## src/rtl/mem_port_arbiter.sv

```systemverilog
// Two-requester arbiter sharing one variable-latency memory between instruction fetch
// and the MEM-stage load/store port: data-first with fetch anti-starvation, timeout abort.
module mem_port_arbiter #(
  parameter int unsigned DATA_W     = 32,
  parameter int unsigned STARVE_LIM = 4,
  parameter int unsigned TIMEOUT    = 64
) (
  input  logic              clk,
  input  logic              rst,
  input  logic              if_req,
  input  logic [DATA_W-1:0] if_addr,
  output logic [DATA_W-1:0] if_rdata,
  output logic              if_ready,
  input  logic              d_rd,
  input  logic              d_wr,
  input  logic [DATA_W-1:0] d_addr,
  input  logic [DATA_W-1:0] d_wdata,
  output logic [DATA_W-1:0] d_rdata,
  output logic              d_ready,
  output logic              m_req,
  output logic              m_we,
  output logic [DATA_W-1:0] m_addr,
  output logic [DATA_W-1:0] m_wdata,
  input  logic [DATA_W-1:0] m_rdata,
  input  logic              m_ack,
  output logic              stall,
  output logic              err
);

  localparam int unsigned SW = 4;
  localparam int unsigned WW = 8;
  localparam logic [SW-1:0] STARVE_MAX = SW'(STARVE_LIM);
  localparam logic [WW-1:0] WAIT_LAST  = WW'(TIMEOUT - 1);

  typedef enum logic [1:0] {IDLE, D_ACC, I_ACC, DONE} state_e;

  state_e state_q, state_d;

  logic              m_req_q,    m_req_d;
  logic              m_we_q,     m_we_d;
  logic [DATA_W-1:0] m_addr_q,   m_addr_d;
  logic [DATA_W-1:0] m_wdata_q,  m_wdata_d;
  logic [DATA_W-1:0] if_rdata_q, if_rdata_d;
  logic [DATA_W-1:0] d_rdata_q,  d_rdata_d;
  logic              if_ready_q, if_ready_d;
  logic              d_ready_q,  d_ready_d;
  logic              err_q,      err_d;
  logic [SW-1:0]     starve_q,   starve_d;
  logic [WW-1:0]     wait_q,     wait_d;

  logic d_pend_c;
  logic grant_d_c;
  logic grant_i_c;
  logic timeout_c;

  // Data wins unless a waiting fetch has already been passed over STARVE_LIM times.
  assign d_pend_c  = d_rd | d_wr;
  assign grant_d_c = d_pend_c & (~if_req | (starve_q < STARVE_MAX));
  assign grant_i_c = if_req & ~grant_d_c;
  assign timeout_c = (wait_q == WAIT_LAST);

  // State and output registers.
  always_ff @(posedge clk or negedge rst) begin
    if (!rst) begin
      state_q    <= IDLE;
      m_req_q    <= 1'b0;
      m_we_q     <= 1'b0;
      m_addr_q   <= '0;
      m_wdata_q  <= '0;
      if_rdata_q <= '0;
      d_rdata_q  <= '0;
      if_ready_q <= 1'b0;
      d_ready_q  <= 1'b0;
      err_q      <= 1'b0;
      starve_q   <= '0;
      wait_q     <= '0;
    end else begin
      state_q    <= state_d;
      m_req_q    <= m_req_d;
      m_we_q     <= m_we_d;
      m_addr_q   <= m_addr_d;
      m_wdata_q  <= m_wdata_d;
      if_rdata_q <= if_rdata_d;
      d_rdata_q  <= d_rdata_d;
      if_ready_q <= if_ready_d;
      d_ready_q  <= d_ready_d;
      err_q      <= err_d;
      starve_q   <= starve_d;
      wait_q     <= wait_d;
    end
  end

  // Next-state logic.
  always_comb begin
    state_d = state_q;
    case (state_q)
      IDLE: begin
        if (grant_d_c)      state_d = D_ACC;
        else if (grant_i_c) state_d = I_ACC;
      end
      D_ACC, I_ACC: begin
        if (m_ack || timeout_c) state_d = DONE;
      end
      DONE:    state_d = IDLE;
      default: state_d = IDLE;
    endcase
  end

  // Output and datapath next values; ready/err are single-cycle pulses.
  always_comb begin
    m_req_d    = m_req_q;
    m_we_d     = m_we_q;
    m_addr_d   = m_addr_q;
    m_wdata_d  = m_wdata_q;
    if_rdata_d = if_rdata_q;
    d_rdata_d  = d_rdata_q;
    if_ready_d = 1'b0;
    d_ready_d  = 1'b0;
    err_d      = 1'b0;
    starve_d   = starve_q;
    wait_d     = wait_q;
    case (state_q)
      IDLE: begin
        if (grant_d_c) begin
          m_req_d   = 1'b1;
          m_we_d    = d_wr;
          m_addr_d  = d_addr;
          m_wdata_d = d_wdata;
          if (if_req && (starve_q < STARVE_MAX)) starve_d = starve_q + SW'(1);
        end else if (grant_i_c) begin
          m_req_d  = 1'b1;
          m_we_d   = 1'b0;
          m_addr_d = if_addr;
          starve_d = '0;
        end
      end
      D_ACC, I_ACC: begin
        if (m_ack) begin
          m_req_d = 1'b0;
          m_we_d  = 1'b0;
          wait_d  = '0;
          if (state_q == D_ACC) begin
            d_ready_d = 1'b1;
            if (!m_we_q) d_rdata_d = m_rdata;
          end else begin
            if_ready_d = 1'b1;
            if_rdata_d = m_rdata;
          end
        end else if (timeout_c) begin
          // Abort: complete the access with zero data and flag the error.
          m_req_d = 1'b0;
          m_we_d  = 1'b0;
          wait_d  = '0;
          err_d   = 1'b1;
          if (state_q == D_ACC) begin
            d_ready_d = 1'b1;
            d_rdata_d = '0;
          end else begin
            if_ready_d = 1'b1;
            if_rdata_d = '0;
          end
        end else begin
          wait_d = wait_q + WW'(1);
        end
      end
      default: ;
    endcase
  end

  assign m_req    = m_req_q;
  assign m_we     = m_we_q;
  assign m_addr   = m_addr_q;
  assign m_wdata  = m_wdata_q;
  assign if_rdata = if_rdata_q;
  assign d_rdata  = d_rdata_q;
  assign if_ready = if_ready_q;
  assign d_ready  = d_ready_q;
  assign err      = err_q;

  // Freeze the pipeline while any requester is still waiting for its completion pulse.
  assign stall = (if_req & ~if_ready_q) | (d_pend_c & ~d_ready_q);

endmodule

```

## config.mk

```make
export PLATFORM = sky130hd
export DESIGN_NAME = mem_port_arbiter
export DESIGN_NICKNAME = d
export VERILOG_FILES = /design/src/rtl/mem_port_arbiter.sv
export SDC_FILE = /design/constraint.sdc
export NUM_CORES = 1
export LEC_CHECK = 0
export ABC_AREA = 1
export CORE_ASPECT_RATIO = 1.25
export CORE_MARGIN = 2
export CORE_UTILIZATION = 26
export DETAILED_ROUTE_END_ITERATION = 6
export HOLD_SLACK_MARGIN = 0.08
export PLACE_DENSITY_LB_ADDON = 0.15
export SETUP_SLACK_MARGIN = 0.05
export SLEW_MARGIN = 20
export SYNTH_ARGS = -nofsm -noshare
export SYNTH_HDL_FRONTEND = slang
export SYNTH_SLANG_ARGS = --single-unit
```

## constraint.sdc

```tcl
create_clock -name clk -period 4.6 [get_ports clk]
set_clock_uncertainty 0.05 [all_clocks]
set_input_delay 1.38 -clock clk [delete_from_list [all_inputs] [get_ports clk]]
set_output_delay 1.38 -clock clk [all_outputs]
set_load 0.005 [all_outputs]
```

==> run_results.csv <==
group,metric,value,unit
sta,slew_violations,0,
global_routing,grt_max_degree,73,
clock_network,cts_resized,0,
global_routing,grt_pass1_vias,5854,
synthesis,synth_top_family_by_area,"simple AND/OR/NAND/NOR gates",
floorplan,dieArea,26410,um2
power_and_ir_drop,p_comb_frac,0.446,
sta,finalSetupViolations,0,
floorplan,io_pins,268,
clock_network,htreeDepth,4,
sta,slew_headroom,0.4354,
synthesis,synth-main-ff-cell,"dfrtp_1",
clock_network,clk_pin_slew_worst_paths,60,ps
cells_and_area,areaGrowthSynthToFinish,54.25,%
synthesis,yosysSeqAreaShare,0.5632,
power_and_ir_drop,power.clock.fraction,0.229,
clock_network,cts_sinks,147,
cells_and_area,layout-drive-gt1-share,0.05686,
power_and_ir_drop,p_sw_frac,0.3547,
power_and_ir_drop,powerDensity,671.0,nW/um2
synthesis,synthAdderAreaFrac,0.01149,
route,routedWlPerCell,15.33,um
synthesis,synthXorXnorAreaFrac,0.005364,
floorplan,row_count,64,
cells_and_area,n_antenna_cell,0,
power_and_ir_drop,power_frac_seq,0.326,
sta,post-route-period-util,0.9201,
sta,layout_min_cycle_time,4232,ps
route,num_vias,5932,
place,placedCellCount,1320,
sta,rsz0062_at_grt,"no",
route,via_per_inst,4.394,
place,hpwl,13760,um
global_routing,grt_usage,0.1581,
cells_and_area,fin_nets,1149,
synthesis,synth_seq_cells,147,
setup_path,critPathRequiredTime,3170,ps
synthesis,synth_edf_count,0,
synthesis,ys_async_sr_fraction,1.000,
sta,fmax,0.2363,GHz
global_routing,grt_pass1_wl,33420,um
setup_path,cp.arrival,2800,ps
synthesis,synth_compound_area_frac,0.04943,
setup_path,critPathLaunchType,"primary input",
place,io_buffers,267,
clock_network,cts_tree,"built",
route,dr.pass1.iters,4,
global_routing,antenna_found_initial,0,
sta,tightest_slew,846.9,ps
route,antenna_left,0,
route,wl,20690,um
synthesis,syn_nets,900,
power_and_ir_drop,p_int,4.362,mW
cells_and_area,fin_cells,1350,
floorplan,core_area,24580,um2
synthesis,synthMuxAreaShare,0,
sta,finalHoldViolCount,0,
setup_path,critPathMaxFanout,4,
synthesis,synth_cells,760,
synthesis,synth.avg_cell_area,8.594,um2
clock_network,cts_buffers,17,
place,place_area,9440,um2
run,drv_cap,0,
setup_path,end_kind,"output pin",
route,drt_iter0_markers,235,
power_and_ir_drop,p_leak,4.850,nW
synthesis,yosysWarnings,0,
power_and_ir_drop,p_switching,2.398,mW
clock_network,hold_buffers,0,
cells_and_area,layout_common_cells,"nand2_1 (323), clkdlybuf4s50_1 (265), dfrtp_1 (147)",
clock_network,clockRootBuffer,"clkbuf_16",
floorplan,dieWidth,145.8,um
sta,hold_ws,418.1,ps
clock_network,clockBufferDepth,2,
power_and_ir_drop,ir_drop,329.7,uV
synthesis,netlist_area,6531,um2
route,drc,0,
synthesis,synth_cell_types,32,
cells_and_area,final_common_cell,"nand2_1",
synthesis,yosys.area_share.simple,0.2962,
sta,setup_tns,0,ps
status,status,"finished, final reports clean",
place,place_congestion,0.7231,
setup_path,path_class,"primary input to output pin",
cells_and_area,design_area,10070,um2
power_and_ir_drop,power.total,6.760,mW
clock_network,post_cts_buffers,0,
floorplan,start_util,0.2657,
global_routing,overflow,0,
floorplan,die_y,181.2,um
worst_hold_path,hold_path.class,"flip-flop to flip-flop",
clock_network,clk_latency,410,ps
==> final timing paths <==
path,endpoint,slack (ps),depth (start not counted),startpoint
setup / recovery,stall,370,4,if_req
hold / removal,m_wdata[4],420,2,m_wdata[4]
setup reg to reg,m_we,2140,8,state_q[0]
hold reg to reg,m_wdata[4],420,2,m_wdata[4]
max in group asynchronous,d_rdata[9],2760,2,rst
min in group asynchronous,m_addr[16],900,1,rst
==> power groups by stage <==
stage	clock network, mW	logic, mW	registers (mW)
floorplan	0	1.37	2.26
detailed placement	0	3.09	2.22
global placement	0	3.08	2.21
finish	1.55	3.01	2.20
CTS	1.60	3.10	2.21
global route	1.64	3.37	2.29
==> routing by layer <==
layer  global-route usage  vias to the layer above  share of wire  wire [um]
met5                    0                        -              0          0
met4              0.03412                        0         0.0060        125
met3              0.04318                        5          0.064       1331
met2               0.2560                      190           0.47       9816
met1               0.2120                     2810           0.46       9418
li1                     -                     2927              -          -
==> cells by family after synthesis <==
| logic type | count (synthesis) |
|---|---|
| AND/OR/NAND/NOR | 456 |
| AO/OA/AOI/OAI | 43 |
| XOR/XNOR | 4 |
| adder cells (fa/ha/maj) | 6 |
| buffers and inverters | 104 |
| flip-flops | 147 |
==> synthesized netlist by cell type (3+ instances only) <==
| library cell | n | area [um2] |
|---|---|---|
| nand2_1 | 323 | 1212 |
| dfrtp_1 | 147 | 3679 |
| nand3_1 | 75 | 375.4 |
| inv_1 | 51 | 191.4 |
| nand4_1 | 34 | 212.7 |
| o211ai_1 | 32 | 240.2 |
| buf_2 | 19 | 95.09 |
| nor2_1 | 15 | 56.30 |
| clkbuf_1 | 13 | 48.80 |
| buf_6 | 7 | 78.83 |
| ha_1 | 6 | 75.07 |
| buf_4 | 5 | 37.54 |
| inv_2 | 5 | 18.77 |
| nand2_2 | 4 | 25.02 |
| buf_1 | 3 | 11.26 |
| o21ai_0 | 3 | 15.01 |
| xor2_1 | 3 | 26.28 |
==> flip-flops by register name, indices dropped and copies added, names as in the netlist <==
name	cells
wait_q	8
m_wdata	32
m_addr	32
m_req	1
m_we	1
err	1
d_rdata	32
if_rdata	32
if_ready	1
d_ready	1
starve_q	4
state_q	2
==> area by class of cell <==
cell class,instances,area (um2)
clock buffers,18,429.2
clock inverters,12,205.2
fillers,2526,14510
inverters,57,214.0
multi-input cells,509,2379
flip-flops and latches,147,3679
well taps,330,412.9
repair buffers,277,2756
==> worst max-delay path, cell delays in order <==
cell and delay (ps):
clkdlybuf4s50_1 510, inv_1 120, o22ai_1 170, clkdlybuf4s50_1 620
==> per-stage QoR <==
| stage | worst slack (ps) | util |
|---|---|---|
| global route | 296.1 | 0.4098 |
| floorplan | 1547 | - |
| detailed placement | 397.4 | 0.3840 |
| global placement | 382.3 | 0.3840 |
| CTS | 376.0 | 0.4098 |
| finish | 367.8 | 0.4098 |
Note: power is estimated with default switching activity, not from simulation.
